$ cat src/rtl/dtcm_lsu_if.sv
// ----------------------------------------------------------------------------
// dtcm_lsu_if
//   Bundles the LSU request/response handshake towards the execute stage and
//   the DTCM data port into one interface.
//   slave  : the LSU's view (takes requests, drives responses and the DTCM
//            select/write/enable/address/data, receives DTCM read data).
//   master : the environment's view (execute stage plus DTCM).
//   Signals:
//     lsu_req_valid/ready/wr/size/unsigned/addr/wdata/rd : load/store request
//     lsu_rsp_valid/rdata/rd/err                          : one-cycle response
//     mem_cs/wr/bwen/addr/data                            : DTCM command
//     mem_data_wb                                         : DTCM read data
// ----------------------------------------------------------------------------
interface dtcm_lsu_if #(
    parameter int AW = 32
);
    logic          lsu_req_valid;
    logic          lsu_req_ready;
    logic          lsu_req_wr;
    logic [1:0]    lsu_req_size;
    logic          lsu_req_unsigned;
    logic [AW-1:0] lsu_req_addr;
    logic [31:0]   lsu_req_wdata;
    logic [4:0]    lsu_req_rd;

    logic          lsu_rsp_valid;
    logic [31:0]   lsu_rsp_rdata;
    logic [4:0]    lsu_rsp_rd;
    logic          lsu_rsp_err;

    logic          mem_cs;
    logic          mem_wr;
    logic [3:0]    mem_bwen;
    logic [AW-1:0] mem_addr;
    logic [31:0]   mem_data;
    logic [31:0]   mem_data_wb;

    modport slave (
        input  lsu_req_valid, lsu_req_wr, lsu_req_size, lsu_req_unsigned,
               lsu_req_addr, lsu_req_wdata, lsu_req_rd, mem_data_wb,
        output lsu_req_ready, lsu_rsp_valid, lsu_rsp_rdata, lsu_rsp_rd,
               lsu_rsp_err, mem_cs, mem_wr, mem_bwen, mem_addr, mem_data
    );

    modport master (
        output lsu_req_valid, lsu_req_wr, lsu_req_size, lsu_req_unsigned,
               lsu_req_addr, lsu_req_wdata, lsu_req_rd, mem_data_wb,
        input  lsu_req_ready, lsu_rsp_valid, lsu_rsp_rdata, lsu_rsp_rd,
               lsu_rsp_err, mem_cs, mem_wr, mem_bwen, mem_addr, mem_data
    );
endinterface

$ cat src/rtl/dtcm_lsu.sv
// ----------------------------------------------------------------------------
// dtcm_lsu
//   Load/store unit between the execute stage and the DTCM data port.
//   A request is taken on valid & ready. Its byte address and size are turned
//   into a word index, byte enables and replicated store data, driven on the
//   DTCM port combinationally in the accept cycle. Stores and faulting
//   requests respond one cycle later; loads wait one cycle for the DTCM read
//   data, align and extend it, and respond two cycles after accept.
//   Ports:
//     clk, rst_n : clock, asynchronous active-low reset
//     bus        : dtcm_lsu_if.slave (request, response and DTCM port)
// ----------------------------------------------------------------------------
module dtcm_lsu #(
    parameter int DP = 256,
    parameter int AW = 32,
    parameter int DW = 32
) (
    input  logic        clk,
    input  logic        rst_n,
    dtcm_lsu_if.slave   bus
);

    typedef enum logic [0:0] {
        IDLE    = 1'b0,
        RD_WAIT = 1'b1
    } state_e;

    state_e        state_q;

    logic          rsp_valid_q;
    logic [DW-1:0] rsp_rdata_q;
    logic [4:0]    rsp_rd_q;
    logic          rsp_err_q;

    // Load context captured at accept, consumed in RD_WAIT.
    logic [1:0]    ld_off_q;
    logic [1:0]    ld_size_q;
    logic          ld_uns_q;
    logic [4:0]    ld_rd_q;

    logic          accept;
    logic          req_err;
    logic          issue;
    logic [AW-1:0] word_idx;
    logic [DW-1:0] lane;
    logic [DW-1:0] ld_data;

    assign bus.lsu_req_ready = (state_q == IDLE);
    assign accept            = bus.lsu_req_valid & bus.lsu_req_ready;

    assign word_idx = {2'b00, bus.lsu_req_addr[AW-1:2]};

    assign req_err = (bus.lsu_req_size == 2'b11)
                   | ((bus.lsu_req_size == 2'b01) & bus.lsu_req_addr[0])
                   | ((bus.lsu_req_size == 2'b10) & (|bus.lsu_req_addr[1:0]))
                   | (word_idx >= AW'(DP));

    // Only error-free accepted requests ever reach the DTCM.
    assign issue = accept & ~req_err;

    always_comb begin
        bus.mem_cs   = 1'b0;
        bus.mem_wr   = 1'b0;
        bus.mem_bwen = 4'b0000;
        bus.mem_addr = '0;
        bus.mem_data = '0;
        if (issue) begin
            bus.mem_cs   = 1'b1;
            bus.mem_wr   = bus.lsu_req_wr;
            bus.mem_addr = word_idx;
            if (bus.lsu_req_wr) begin
                case (bus.lsu_req_size)
                    2'b00: begin
                        bus.mem_bwen = 4'b0001 << bus.lsu_req_addr[1:0];
                        bus.mem_data = {4{bus.lsu_req_wdata[7:0]}};
                    end
                    2'b01: begin
                        bus.mem_bwen = bus.lsu_req_addr[1] ? 4'b1100 : 4'b0011;
                        bus.mem_data = {2{bus.lsu_req_wdata[15:0]}};
                    end
                    default: begin
                        bus.mem_bwen = 4'b1111;
                        bus.mem_data = bus.lsu_req_wdata;
                    end
                endcase
            end
        end
    end

    // Lane extraction: shift the addressed byte/half down to bit 0, then
    // extend. Word loads are aligned, so the shift is zero for them.
    always_comb begin
        lane    = bus.mem_data_wb >> {ld_off_q, 3'b000};
        ld_data = lane;
        case (ld_size_q)
            2'b00:   ld_data = {{24{~ld_uns_q & lane[7]}},  lane[7:0]};
            2'b01:   ld_data = {{16{~ld_uns_q & lane[15]}}, lane[15:0]};
            default: ld_data = lane;
        endcase
    end

    // Stores and errors answer from IDLE at T+1; loads answer from RD_WAIT
    // at T+2. ready is low in RD_WAIT, so the two paths never collide.
    always_ff @(posedge clk or negedge rst_n) begin
        if (!rst_n) begin
            state_q     <= IDLE;
            rsp_valid_q <= 1'b0;
            rsp_rdata_q <= '0;
            rsp_rd_q    <= '0;
            rsp_err_q   <= 1'b0;
            ld_off_q    <= '0;
            ld_size_q   <= '0;
            ld_uns_q    <= 1'b0;
            ld_rd_q     <= '0;
        end else begin
            rsp_valid_q <= 1'b0;
            case (state_q)
                IDLE: begin
                    if (accept) begin
                        if (req_err | bus.lsu_req_wr) begin
                            rsp_valid_q <= 1'b1;
                            rsp_rdata_q <= '0;
                            rsp_rd_q    <= bus.lsu_req_rd;
                            rsp_err_q   <= req_err;
                        end else begin
                            state_q   <= RD_WAIT;
                            ld_off_q  <= bus.lsu_req_addr[1:0];
                            ld_size_q <= bus.lsu_req_size;
                            ld_uns_q  <= bus.lsu_req_unsigned;
                            ld_rd_q   <= bus.lsu_req_rd;
                        end
                    end
                end
                RD_WAIT: begin
                    state_q     <= IDLE;
                    rsp_valid_q <= 1'b1;
                    rsp_rdata_q <= ld_data;
                    rsp_rd_q    <= ld_rd_q;
                    rsp_err_q   <= 1'b0;
                end
                default: state_q <= IDLE;
            endcase
        end
    end

    assign bus.lsu_rsp_valid = rsp_valid_q;
    assign bus.lsu_rsp_rdata = rsp_rdata_q;
    assign bus.lsu_rsp_rd    = rsp_rd_q;
    assign bus.lsu_rsp_err   = rsp_err_q;

endmodule
$ cat src/flat_wrapper.sv
// flat-port wrapper written by rule: the top's interface ports become plain ports
module dtcm_lsu_flat 
#(
    parameter int DP = 256,
    parameter int AW = 32,
    parameter int DW = 32
)
  (clk, rst_n, bus_lsu_req_valid, bus_lsu_req_wr, bus_lsu_req_size, bus_lsu_req_unsigned, bus_lsu_req_addr, bus_lsu_req_wdata, bus_lsu_req_rd, bus_mem_data_wb, bus_lsu_req_ready, bus_lsu_rsp_valid, bus_lsu_rsp_rdata, bus_lsu_rsp_rd, bus_lsu_rsp_err, bus_mem_cs, bus_mem_wr, bus_mem_bwen, bus_mem_addr, bus_mem_data);
  dtcm_lsu_if #(.AW(AW)) bus_i ();
  input  logic clk;
  input  logic rst_n;
  input wire logic [$bits(bus_i.lsu_req_valid)-1:0] bus_lsu_req_valid;
  input wire logic [$bits(bus_i.lsu_req_wr)-1:0] bus_lsu_req_wr;
  input wire logic [$bits(bus_i.lsu_req_size)-1:0] bus_lsu_req_size;
  input wire logic [$bits(bus_i.lsu_req_unsigned)-1:0] bus_lsu_req_unsigned;
  input wire logic [$bits(bus_i.lsu_req_addr)-1:0] bus_lsu_req_addr;
  input wire logic [$bits(bus_i.lsu_req_wdata)-1:0] bus_lsu_req_wdata;
  input wire logic [$bits(bus_i.lsu_req_rd)-1:0] bus_lsu_req_rd;
  input wire logic [$bits(bus_i.mem_data_wb)-1:0] bus_mem_data_wb;
  output wire logic [$bits(bus_i.lsu_req_ready)-1:0] bus_lsu_req_ready;
  output wire logic [$bits(bus_i.lsu_rsp_valid)-1:0] bus_lsu_rsp_valid;
  output wire logic [$bits(bus_i.lsu_rsp_rdata)-1:0] bus_lsu_rsp_rdata;
  output wire logic [$bits(bus_i.lsu_rsp_rd)-1:0] bus_lsu_rsp_rd;
  output wire logic [$bits(bus_i.lsu_rsp_err)-1:0] bus_lsu_rsp_err;
  output wire logic [$bits(bus_i.mem_cs)-1:0] bus_mem_cs;
  output wire logic [$bits(bus_i.mem_wr)-1:0] bus_mem_wr;
  output wire logic [$bits(bus_i.mem_bwen)-1:0] bus_mem_bwen;
  output wire logic [$bits(bus_i.mem_addr)-1:0] bus_mem_addr;
  output wire logic [$bits(bus_i.mem_data)-1:0] bus_mem_data;
  assign bus_i.lsu_req_valid = bus_lsu_req_valid;
  assign bus_i.lsu_req_wr = bus_lsu_req_wr;
  assign bus_i.lsu_req_size = bus_lsu_req_size;
  assign bus_i.lsu_req_unsigned = bus_lsu_req_unsigned;
  assign bus_i.lsu_req_addr = bus_lsu_req_addr;
  assign bus_i.lsu_req_wdata = bus_lsu_req_wdata;
  assign bus_i.lsu_req_rd = bus_lsu_req_rd;
  assign bus_i.mem_data_wb = bus_mem_data_wb;
  assign bus_lsu_req_ready = bus_i.lsu_req_ready;
  assign bus_lsu_rsp_valid = bus_i.lsu_rsp_valid;
  assign bus_lsu_rsp_rdata = bus_i.lsu_rsp_rdata;
  assign bus_lsu_rsp_rd = bus_i.lsu_rsp_rd;
  assign bus_lsu_rsp_err = bus_i.lsu_rsp_err;
  assign bus_mem_cs = bus_i.mem_cs;
  assign bus_mem_wr = bus_i.mem_wr;
  assign bus_mem_bwen = bus_i.mem_bwen;
  assign bus_mem_addr = bus_i.mem_addr;
  assign bus_mem_data = bus_i.mem_data;
  dtcm_lsu #(.DP(DP), .AW(AW), .DW(DW)) u_core (.clk(clk), .rst_n(rst_n), .bus(bus_i));
endmodule
$ cat config.mk
export PLATFORM = sky130hd
export DESIGN_NAME = dtcm_lsu_flat
export DESIGN_NICKNAME = d
export VERILOG_FILES = /design/src/rtl/dtcm_lsu_if.sv /design/src/rtl/dtcm_lsu.sv /design/src/flat_wrapper.sv
export SDC_FILE = /design/constraint.sdc
export NUM_CORES = 1
export LEC_CHECK = 0
export ABC_AREA = 1
export BUFFER_PORTS_ARGS = -buffer_cell sky130_fd_sc_hd__clkbuf_2
export CAP_MARGIN = 20
export CORE_MARGIN = 4
export CORE_UTILIZATION = 44
export DETAILED_ROUTE_END_ITERATION = 8
export PLACE_DENSITY = 0.82
export SYNTH_ARGS = -nofsm -noshare
export SYNTH_HDL_FRONTEND = slang
export SYNTH_SLANG_ARGS = --single-unit
$ cat constraint.sdc
create_clock -name clk -period 2.05 [get_ports clk]
set_clock_uncertainty 0.15 [all_clocks]
set_input_delay 0.1025 -clock clk [delete_from_list [all_inputs] [get_ports clk]]
set_output_delay 0.1025 -clock clk [all_outputs]
set_load 0.01 [all_outputs]
==> summary.txt, run 1 <==
worst slew pin tran -> 0.6284 ns
port bufs -> 193
Reg-to-Reg End -> u_core.bus.lsu_rsp_rdata[24]
area share of the largest cell type after synthesis -> 35.36%
Die Ht -> 97.68 um
#FFs+latches synth -> 50
io pins -> 218
nets@finish -> 865
via count -> 4222
most frequent cell after synthesis -> nand2_1
cell mode on critical path -> nor2_4
Via-to-Cell Ratio -> 4.909
Mapped Area -> 0.003538 mm2
htree depth -> 2
CTS max path bufs -> 2
Hold EP -> u_core.bus.lsu_rsp_rdata[28]
fmax -> 517.6 MHz
Place WS -> 0.1918 ns
Period minus WS final -> 1.932 ns
Clock Sinks -> 50
main combinational cell family by area after synthesis -> simple AND/OR/NAND/NOR gates
Synth top cells by count -> nand2_1, nor2_1, dfrtp_1
global-route wire length before repair -> 19490 um
Worst VDD drop -> 0.0003724 V
Avg Cell Area, Syn -> 6.375 um2
RD Place Congestion -> 0.9408
CTS root buffer -> clkbuf_8
Final Hold Viols -> 0
Final Setup Violations -> 0
worst setup path class -> reg -> out
worst-skew pair later-pin latency -> 0.30 ns
mux contribution to synthesized area -> 1.980%
Hold Path Class -> in -> reg
CP top delay family -> simple AND/OR/NAND/NOR gates
iteration-0 DRC count of the detailed router -> 194
Max FO, Critical Path -> 20
ANT nets after route -> 0
Finished Layout Cells -> 860
initial antenna violation count -> 0
flop2flop setup slack -> 0.16 ns
slowest CP cell -> dfrtp_1
Initial Utilization -> 45.55%
Die Span X -> 97.68 um
post-place instance area -> 0.004519 mm2
Worst Setup Start Kind -> flip-flop
Post-Syn Instances -> 555
status -> completed
worst r2r path cells -> 7
top cells by area, synth -> dfrtp_1, nand2_1, nor2_1
Fillers -> 779
cell row count -> 32
cells along the critical path -> nor2_4, nand2_4, nor2_4, inv_2, nor2_1, clkbuf_2
busiest grt layer -> met2
DRC -> 0
Most used DFF post-synth -> dfrtp_1
placed insts -> 835
Worst R2R Start -> u_core.ld_size_q[1]
simple-gate share of the synthesized area -> 41.16%
DR WL/cell -> 14.22 um
Async SR Flop Fraction -> 100.0%
post-synth top area cell -> dfrtp_1
GR Util met3 -> 7.394%
die area -> 0.009540 mm2
adder-cell share of the synthesized area -> 0%
XOR/XNOR Fraction of Synth Area -> 0%
GR Util met2 -> 44.18%
max-slew violations -> 0
met1 Use GR -> 28.01%
CTS tree -> done
final instance area -> 0.004803 mm2
CP peak stage delay -> 0.45 ns
largest net degree at the start of global routing -> 51
total congestion overflow -> 0
drt pass-1 iters -> 5
Ys Warns -> 0
Distinct cells, synth -> 27
Reg clk slew, reported paths -> 0.10 ns
Tot GR Track Use -> 24.82%
Compound-Gate Fraction of Synth Area -> 8.522%
Worst slew margin -> 58.11%
Inserted Clock Buffers -> 5
core area -> 0.007767 mm2
WHS Path Cells -> 5
area added between synthesis and finish -> 35.75%
Hold Crit Start -> bus_mem_data_wb[28]
total power -> 2.124 mW
worst path buffer plus inverter count -> 2
ANT cells -> 0
Post-DP HPWL -> 9784 um
EDFF count, synth -> 0
crit end category -> output pin
layout cells sized above 1 -> 30.61%
setup TNS -> 0 ns
vias in the first global route -> 3994
final worst slack -> 0.1179 ns
maxcap violations -> 0
Power Density -> 442.3 mW/mm2
post-synthesis sequential area ratio -> 35.36%
final WL -> 12230 um
Pleak -> 2.958 nW
fin crit share -> 94.25%
Arr. time, crit path -> 1.68 ns
data required time of the worst path -> 1.80 ns
==> sequential cells by signal (all words and copies together) (netlist names) <==
signal / cells
u_core.bus.lsu_rsp_rd: 5
u_core.ld_size_q: 2
u_core.state_q: 1
u_core.bus.lsu_rsp_rdata: 32
u_core.ld_rd_q: 5
u_core.bus.lsu_rsp_valid: 1
u_core.ld_uns_q: 1
u_core.bus.lsu_rsp_err: 1
u_core.ld_off_q: 2
==> cells by family (layout without fill, tap and decap cells) <==
family | Yosys count | after routing
AOI/OAI and AO/OA | 53 | 53
and+or+nand+nor | 355 | 355
muxes | 7 | 7
other | 1 | 24
DFF | 50 | 50
buffers and inverters | 89 | 269
==> timing repair <==
action                                  4_1_cts  5_1_grt
setup buffers                                 0        5
endpoints found under the hold margin        61        0
pin swaps                                     0        1
endpoints found under the setup margin       22       22
hold buffers                                 12        0
resized for setup                             1        0
==> placed cells by master (no fill, tap or decap), drive strengths merged <==
| cell type | instances |
|---|---|
| a21oi | 23 |
| buf | 19 |
| bufinv | 1 |
| clkbuf | 199 |
| clkinv | 3 |
| conb | 24 |
| dfrtp | 50 |
| dlygate4sd3 | 12 |
| inv | 35 |
| mux2i | 7 |
| nand2 | 205 |
| nand3 | 46 |
| nor2 | 103 |
| o2111ai | 7 |
| o21ai | 15 |
| o22ai | 8 |
| or2 | 1 |
==> how the worst max path moves through the flow <==
stage / end / from / slack, ns / cells past startpoint
after floorplan: bus_mem_bwen[0] / u_core.state_q / 0.33 / 7
after global placement: u_core.bus.lsu_rsp_rdata[24] / u_core.ld_size_q[1] / 0.24 / 7
after detailed placement: bus_mem_data[4] / bus_lsu_req_addr[13] / 0.19 / 10
after CTS: bus_mem_data[4] / u_core.state_q / 0.04 / 6
after global routing: bus_mem_data[16] / u_core.state_q / -0.01 / 6
final: bus_mem_data[16] / u_core.state_q / 0.12 / 6
==> through the flow <==
| stage | hold slack (ns) | util, % |
|---|---|---|
| finish | 0.02908 | 61.84 |
| global route | 0.03837 | 61.84 |
| CTS | 0.02495 | 61.36 |
| detailed placement | 0.09976 | 58.18 |
| global placement | 0.08683 | 58.18 |
| floorplan | -0.3431 | - |
==> metal layers <==
| metal | share of wire (%) | vias to the layer above |
|---|---|---|
| met3 | 10 | 25 |
| met2 | 51 | 219 |
| met5 | 0 | - |
| li1 | - | 2096 |
| met4 | 2.8 | 0 |
| met1 | 36 | 1882 |
==> tightest hold or removal path, stage by stage <==
cell	delay, ns
clkbuf_2	0.11
nand3_1	0.08
a21oi_1	0.06
nand2_1	0.06
nand2_1	0.05
==> layout make-up <==
class	count	area (um2)	share of cell area [%]
multi-input cells	439	1923	40.04
flip-flops and latches	50	1251	26.05
repair buffers	224	1241	25.84
inverters	37	138.9	2.891
well taps	102	127.6	2.657
clock buffers	6	82.58	1.719
clock inverters	2	38.79	0.8075
==> power by group <==
group / leakage, nW / total [mW] / internal (mW) / switching, mW
registers: 0.684 / 1.00 / 0.997 / 0.00611
logic: 2.21 / 0.379 / 0.161 / 0.218
clock network: 0.0618 / 0.742 / 0.402 / 0.341
Power figures use the tool's default switching activity.
==> run 2, diff against run 1 <==
SETUP_SLACK_MARGIN = 0.15   (was not set)
==> summary.txt, run 2 (same netlist as run 1, synthesis figures left out) <==
status -> completed
crit end category -> output pin
io pins -> 218 (unchanged)
Reg-to-Reg End -> u_core.bus.lsu_rsp_rdata[16]
Arr. time, crit path -> 1.56 ns (-0.12 ns)
routed wl met2 -> 6200 um (-0.42%)
final WL -> 12270 um (+0.34%)
Worst R2R Start -> u_core.ld_off_q[0]
highest routed layer -> met4
fmax -> 553.1 MHz (+6.9%)
worst slew pin tran -> 0.6320 ns (+0.003547 ns)
Hold Crit Start -> bus_mem_data_wb[14]
Power Density -> 436.9 mW/mm2 (-1.2%)
die area -> 0.009540 mm2 (unchanged)
Reg clk slew, reported paths -> 0.10 ns (about the same)
Hold Path Class -> in -> reg
Die Span X -> 97.68 um (unchanged)
Clock Sinks -> 50 (unchanged)
layout cells sized above 1 -> 31.41% (+0.81 points)
most common cell after layout, fill and taps aside -> nand2_1
Pleak -> 2.987 nW (+0.99%)
Post-DP HPWL -> 9784 um (unchanged)
placed insts -> 835 (unchanged)
worst setup path class -> reg -> out
core area -> 0.007767 mm2 (unchanged)
DRC -> 0 (unchanged)
Worst VDD drop -> 0.0003741 V (+0.46%)
Final Setup Violations -> 0 (unchanged)
WHS Path Cells -> 5 (unchanged)
final instance area -> 0.004861 mm2 (+1.2%)
Final Hold Viols -> 0 (unchanged)
max reg flops -> 32 (unchanged)
via count -> 4259 (+0.88%)
fin crit share -> 88.19% (-6.1 points)
total power -> 2.124 mW (about the same)
post-place instance area -> 0.004519 mm2 (unchanged)
Die Ht -> 97.68 um (unchanged)
Worst Setup Start Kind -> flip-flop
CP peak stage delay -> 0.44 ns (about the same)
final worst slack -> 0.2421 ns (+0.1243 ns)
global-route wire length before repair -> 19510 um (+0.14%)
DR WL/cell -> 14.17 um (-0.36%)
Initial Utilization -> 45.55% (unchanged)
cells along the critical path -> nor2_4, buf_4, o2111ai_1, nor2_1, clkbuf_2
ANT nets after route -> 0 (unchanged)
area added between synthesis and finish -> 37.38%
vias in the first global route -> 4011 (+0.43%)
Worst slew margin -> 57.87% (-0.24 points)
cell row count -> 32 (unchanged)
drt pass-1 iters -> 5 (unchanged)
CTS tree -> done
total congestion overflow -> 0 (unchanged)
port bufs -> 193 (unchanged)
Finished Layout Cells -> 866 (+0.70%)
setup TNS -> 0 ns (unchanged)
slowest CP cell -> dfrtp_2
RD Place Congestion -> 0.9408 (unchanged)
Place WS -> 0.1918 ns (unchanged)
WL met3 -> 1286 um (+0.78%)
CP Launch Point -> u_core.state_q
maxcap violations -> 0 (unchanged)
ANT cells -> 0 (unchanged)
CTS max path bufs -> 2 (unchanged)
worst-skew pair later-pin latency -> 0.30 ns (about the same)
Period minus WS final -> 1.808 ns (-0.1243 ns)
iteration-0 DRC count of the detailed router -> 187 (-3.6%)
worst r2r path cells -> 9 (+2)
CTS root buffer -> clkbuf_8
Max FO, Critical Path -> 7 (-65%)
Via-to-Cell Ratio -> 4.918 (+0.18%)
most frequent cells in the layout -> nand2_1, clkbuf_2, nor2_1
max-slew violations -> 0 (unchanged)
htree depth -> 2 (unchanged)
RSZ-0062 raised after global routing -> false
Hold EP -> u_core.bus.lsu_rsp_rdata[6]
initial antenna violation count -> 0 (unchanged)
Tot GR Track Use -> 24.84% (about the same)
largest net degree at the start of global routing -> 51 (unchanged)
Inserted Clock Buffers -> 5 (unchanged)
data required time of the worst path -> 1.80 ns (about the same)
nets@finish -> 871 (+0.69%)
flop2flop setup slack -> 0.32 ns (+0.16 ns)
WL met1 -> 4422 um (+0.98%)
Fillers -> 778 (-0.13%)
run 2: cell count changes in the layout (fill, tap and decap cells not counted), sizes merged:
cell / before / now
buf: 19 / 25
run 2: power breakdown:
part	leakage (nW)	internal (mW)	switching, mW	total [mW]
clock network	0.0618	0.402	0.341	0.742
registers	0.681	0.997	0.00609	1.00
logic	2.24	0.160	0.219	0.379
total	2.99	1.56	0.566	2.12
run 2: worst max path at each step:
stage	to	slack, ns	cells past startpoint
finish	bus_mem_data[12]	0.24	5
global route	bus_mem_data[12]	0.15	5
CTS	u_core.bus.lsu_rsp_rdata[24]	0.19	7
detailed placement	bus_mem_data[4]	0.19	10
global placement	u_core.bus.lsu_rsp_rdata[24]	0.24	7
floorplan	bus_mem_bwen[0]	0.33	7
run 2: area by class of cell:
cell class / instances / area, um2 / area share, %
Sequential cell: 50 / 1254 / 25.79
Clock inverter: 2 / 38.79 / 0.7979
Tap cell: 102 / 127.6 / 2.625
Timing Repair Buffer: 230 / 1286 / 26.46
Inverter: 37 / 141.4 / 2.909
Clock buffer: 6 / 82.58 / 1.699
Multi-Input combinational cell: 439 / 1931 / 39.72
run 2: what timing repair did:
item | CTS | global route
resized for setup | 1 | 5
pin swaps | 1 | 2
hold endpoints to repair | 61 | 0
gates cloned | 0 | 0
endpoints found under the setup margin | 36 | 40
hold buffers | 12 | 0
setup buffers | 2 | 9
run 2: critical path, delay by kind of cell, from the launching register on:
kind | cells | cell delay [ns]
buf+inv | 2 | 0.34
simple gates | 2 | 0.34
flops | 1 | 0.44
compound gates | 1 | 0.14
run 2: through the flow:
step / utilization (%) / hold slack (ns)
5_1_grt: 62.58 / 0.03837
6_report: 62.58 / 0.03187
2_1_floorplan: - / -0.3431
3_3_place_gp: 58.18 / 0.08683
4_1_cts: 61.55 / 0.02495
3_5_place_dp: 58.18 / 0.09976
run 2: routing by layer:
metal / vias up / track usage (%)
met3: 26 / 7.394
met4: 0 / 8.839
li1: 2108 / -
met5: - / 0
met1: 1909 / 27.92
met2: 216 / 44.33
